<file path="config.mk">
export PLATFORM = sky130hd
export DESIGN_NAME = radix2_div32
export DESIGN_NICKNAME = d
export VERILOG_FILES = /design/src/rtl/radix2_div32.sv
export SDC_FILE = /design/constraint.sdc
export NUM_CORES = 1
export LEC_CHECK = 0
export BUFFER_PORTS_ARGS = -buffer_cell sky130_fd_sc_hd__buf_2
export CORE_MARGIN = 3
export CORE_UTILIZATION = 60
export DETAILED_ROUTE_END_ITERATION = 8
export PLACE_DENSITY = 0.81
export SETUP_SLACK_MARGIN = 0.1
export SYNTH_ARGS = -nofsm -noshare
export SYNTH_HDL_FRONTEND = slang
export SYNTH_SLANG_ARGS = --single-unit
export TNS_END_PERCENT = 100
</file>
<file path="constraint.sdc">
create_clock -name CLK -period 8.59 [get_ports CLK]
set_input_delay 0.859 -clock CLK [delete_from_list [all_inputs] [get_ports CLK]]
set_output_delay 0.859 -clock CLK [all_outputs]
set_load 0.03 [all_outputs]
</file>
<file path="src/rtl/radix2_div32.sv">
// Iterative restoring divider: one quotient bit per cycle, RISC-V DIV/DIVU/REM/REMU
// semantics, start/finished handshake shared with the multiplier.
module radix2_div32 #(
  parameter int WIDTH    = 32,
  parameter int CNT_BITS = 6
) (
  input  logic             CLK,
  input  logic             nRST,
  input  logic [WIDTH-1:0] dividend,
  input  logic [WIDTH-1:0] divisor,
  input  logic             is_signed,
  input  logic             start,
  output logic             busy,
  output logic             finished,
  output logic [WIDTH-1:0] quotient,
  output logic [WIDTH-1:0] remainder
);

  localparam logic [1:0] IDLE = 2'd0;
  localparam logic [1:0] RUN  = 2'd1;
  localparam logic [1:0] DONE = 2'd2;

  localparam logic [CNT_BITS-1:0] LAST = CNT_BITS'(WIDTH - 1);

  logic [1:0]          state;
  logic [WIDTH-1:0]    dvd;
  logic [WIDTH-1:0]    dvs;
  logic [WIDTH:0]      rem;
  logic [CNT_BITS-1:0] cnt;
  logic                neg_q;
  logic                neg_r;

  logic [WIDTH+1:0]    shifted;
  logic [WIDTH+1:0]    diff;
  logic                q_bit;
  logic [WIDTH:0]      rem_next;
  logic [WIDTH-1:0]    q_next;
  logic                dividend_neg;
  logic                divisor_neg;

  assign dividend_neg = is_signed & dividend[WIDTH-1];
  assign divisor_neg  = is_signed & divisor[WIDTH-1];

  // Trial subtraction one bit wider than the remainder so the borrow is the sign bit.
  always_comb begin
    shifted  = {rem, dvd[WIDTH-1]};
    diff     = shifted - {2'b00, dvs};
    q_bit    = ~diff[WIDTH+1];
    rem_next = q_bit ? diff[WIDTH:0] : shifted[WIDTH:0];
    q_next   = {dvd[WIDTH-2:0], q_bit};
  end

  assign busy     = (state == RUN);
  assign finished = (state == DONE);

  // A start in any state (re)captures operands; divide by zero needs no special path
  // because every trial subtract succeeds, giving all-ones and |dividend| as remainder.
  always_ff @(posedge CLK or negedge nRST) begin
    if (!nRST) begin
      state     <= IDLE;
      dvd       <= '0;
      dvs       <= '0;
      rem       <= '0;
      cnt       <= '0;
      neg_q     <= 1'b0;
      neg_r     <= 1'b0;
      quotient  <= '0;
      remainder <= '0;
    end else if (start) begin
      state <= RUN;
      dvd   <= dividend_neg ? -dividend : dividend;
      dvs   <= divisor_neg ? -divisor : divisor;
      rem   <= '0;
      cnt   <= '0;
      neg_q <= (dividend_neg ^ divisor_neg) & (divisor != '0);
      neg_r <= dividend_neg;
    end else begin
      case (state)
        RUN: begin
          rem <= rem_next;
          dvd <= q_next;
          cnt <= cnt + 1'b1;
          if (cnt == LAST) begin
            state     <= DONE;
            quotient  <= neg_q ? -q_next : q_next;
            remainder <= neg_r ? -rem_next[WIDTH-1:0] : rem_next[WIDTH-1:0];
          end
        end
        DONE:    state <= IDLE;
        default: state <= IDLE;
      endcase
    end
  end

endmodule
</file>
==> metrics.txt <==
largest net degree at the start of global routing 131; Final period util 0.636; gp weighted congestion 0.968; Bufs on Longest Clock Path 2; crit path max fanout 36; CP arrival 5.75 ns; wirelength, routed 32900 µm; status complete, no violations; H-tree depth 4; DP HPWL 24500 µm; dominant synthesized flop cell dfrtp_1; Die H 147 µm; Buf/Inv on CP 1; Antenna Nets Post-Route 0; full die area 0.0216 mm²; Cell Rows 50; count of hold-fix buffers inserted at cts 0; multi-input logic area 0.00715 mm²; leading area contributor after synthesis dfrtp_1; Post-Syn Instances 1435; Pwr Density 160 mW/mm²; DR vias 10920; Via density 6.09; RSZ-0062 raised after global routing no; Initial DRC Count 1038; final hold violation count 0; kind of end point of the critical path flip-flop; post-cts resize count 0; CTS sink count 171; hold slack 0.474 ns; Worst-path clk slew 0.07 ns; Fill cells 1628; Nets 1625; grt ovf 0; skew final 0.0106 ns; Synth area leaders dfrtp_1 (36%), o21ai_0 (5.7%), nand2_1 (5.4%), xnor2_1 (5.3%), mux2i_1 (4.9%); CP most frequent cell nand2_1; minimum clock period 5.46 ns; TNS Setup 0 ns; Yosys reg bits 171; share of the synthesized area in the top cell type 0.358; Total Routing Usage GR 0.299; Starting Density 0.624; Non-Filler Instances 1792; ant diodes 0; clk_lat worst skew 0.44 ns; layout cells sized above 1 0.125; Setup Viol. Count Final 0; synth cell count leaders dfrtp_1 (171), nand2_1 (171), nor2_1 (138), o21ai_0 (136), a21oi_1 (102); postcts setup bufs 0; Seq. cell area 0.00428 mm²; initial antenna violation count 0; Max Slew Vio Count 0; Root Buffer Master clkbuf_16; HP Class flip-flop to flip-flop; Max Freq 183 MHz; distinct cell type count after synthesis 74; Layout area overhead 11.1%; Placed Cells 1760; first-pass GRT wire length 52000 µm; static leakage 6.13 nW; critical path class flip-flop to flip-flop; Core Region 0.0191 mm²; register area share after synthesis 0.358; die width 147 µm; Mapped Avg Cell Area 8.32 µm²; overall power 2.12 mW; CTS tree built; mean routed wirelength per cell 18.4 µm; Worst Path Required 8.88 ns; Worst setup SP type flip-flop; FFs w/ async S/R, synth 1.00; Rel. slew slack 0.280; Synth Net Count 1541; I/O Buffers 133; CP max-delay cell ha_1; Critical Path, Cell by Cell ha_1, nand2_1, o21ai_1, nor2_1, a211o_1, or3_1, and3_2, inv_2, nor2_1, a21oi_1, ha_1, nand2_1, nor3_1, nand2_1, nor4b_1, o211ai_4, nor4_2, mux2i_1, o311ai_1; EDFF count, synth 0; VDD IR max 0.144 mV; first-pass iteration count of the detailed router 5; final core occ 0.693; vias in the first global route 9860; CP max stage delay 0.52 ns; max cap viols 0; post-synthesis cell area 0.0119 mm²; post-route DRC violation count 0; Synth Warn # 0; CP delay by family, top simple AND/OR/NAND/NOR gates; I/O pins 134; Worst Tran Pin Value 1.08 ns; CTS Buf Count 17
final cells by class:
type | instances | share of cell area
repair buffers | 139 | 0.0542
clock buffers | 19 | 0.0334
inverters | 59 | 0.0168
flip-flops and latches | 171 | 0.323
clock inverters | 13 | 0.00981
well taps | 260 | 0.0245
multi-input cells | 1131 | 0.539
layer usage:
metal / routed length (µm) / part of all wire / global-route usage / vias up
met5: 0 / 0 / 0 / -
li1: - / - / - / 5282
met2: 13800 / 0.42 / 0.423 / 471
met3: 3190 / 0.097 / 0.0722 / 41
met4: 503 / 0.015 / 0.0764 / 0
met1: 15400 / 0.47 / 0.461 / 5126
power breakdown:
group          total, mW  leakage (nW)  switching (mW)  internal [mW]
Combinational      0.440          3.77           0.280          0.161
Clock              0.758         0.276           0.367          0.392
Sequential         0.919          2.08          0.0597          0.859
Total               2.12          6.13           0.706           1.41
cell families after synthesis:
group / count (synthesis) / share of synthesized area
muxes: 62 / 0.0523
and+or+nand+nor: 477 / 0.187
buffers and inverters: 133 / 0.0433
xor gates and xnor gates: 138 / 0.101
adders and majority gates: 38 / 0.0405
AOI/OAI and AO/OA: 416 / 0.217
DFF: 171 / 0.358
through the flow:
stage / instance area, µm² / setup WS (ns)
after floorplan: 11900 / 3.72
after global placement: 12700 / 3.46
after detailed placement: 12700 / 3.28
after CTS: 13300 / 3.28
after global routing: 13300 / 2.79
final: 13300 / 3.13
worst min-delay path, stage by stage (launching register included):
cell and delay (ns):
dfrtp_1 0.34, nand2_1 0.05, o21ai_0 0.06
flip-flops by register name, indices dropped and copies added, names as in the netlist:
signal / cells
dvs: 32
neg_q: 1
dvd: 32
rem: 33
cnt: 6
remainder: 32
quotient: 32
neg_r: 1
state: 2
path summary, 6_finish.rpt:
| path | startpoint | end | slack, ns | depth (start not counted) |
|---|---|---|---|---|
| hold / removal | remainder[16] | remainder[16] | 0.47 | 2 |
| min in group asynchronous | nRST | dvs[17] | 0.57 | 1 |
| max in group asynchronous | nRST | dvd[28] | 6.64 | 2 |
| setup reg to reg | rem[15] | remainder[30] | 3.13 | 19 |
| setup / recovery | rem[15] | remainder[30] | 3.13 | 19 |
| hold reg to reg | remainder[16] | remainder[16] | 0.47 | 2 |
placed cells by master (no fill, tap or decap), types with 4 or more instances in the layout:
| cell | n |
|---|---|
| nor2_1 | 138 |
| o21ai_1 | 20 |
| or3_1 | 16 |
| dfrtp_1 | 171 |
| a21o_1 | 11 |
| nand4_1 | 10 |
| nand4b_1 | 4 |
| a31oi_1 | 8 |
| o41ai_1 | 10 |
| a211oi_1 | 42 |
| nand3_1 | 22 |
| buf_2 | 131 |
| nor2b_1 | 6 |
| nor4_1 | 11 |
| o31ai_1 | 26 |
| nor3_1 | 30 |
| a2111oi_0 | 4 |
| nand2b_1 | 15 |
| o21ai_0 | 136 |
| o21bai_1 | 4 |
| o21a_1 | 8 |
| a21oi_1 | 102 |
| xnor2_1 | 72 |
| xor2_1 | 66 |
| mux2i_1 | 59 |
| buf_4 | 7 |
| ha_1 | 37 |
| and4_1 | 5 |
| o211ai_1 | 8 |
| inv_1 | 56 |
| clkbuf_16 | 17 |
| and3_1 | 7 |
| or4_1 | 13 |
| nand2_1 | 171 |
| and2_1 | 13 |
(Power assumes the default switching activity.)
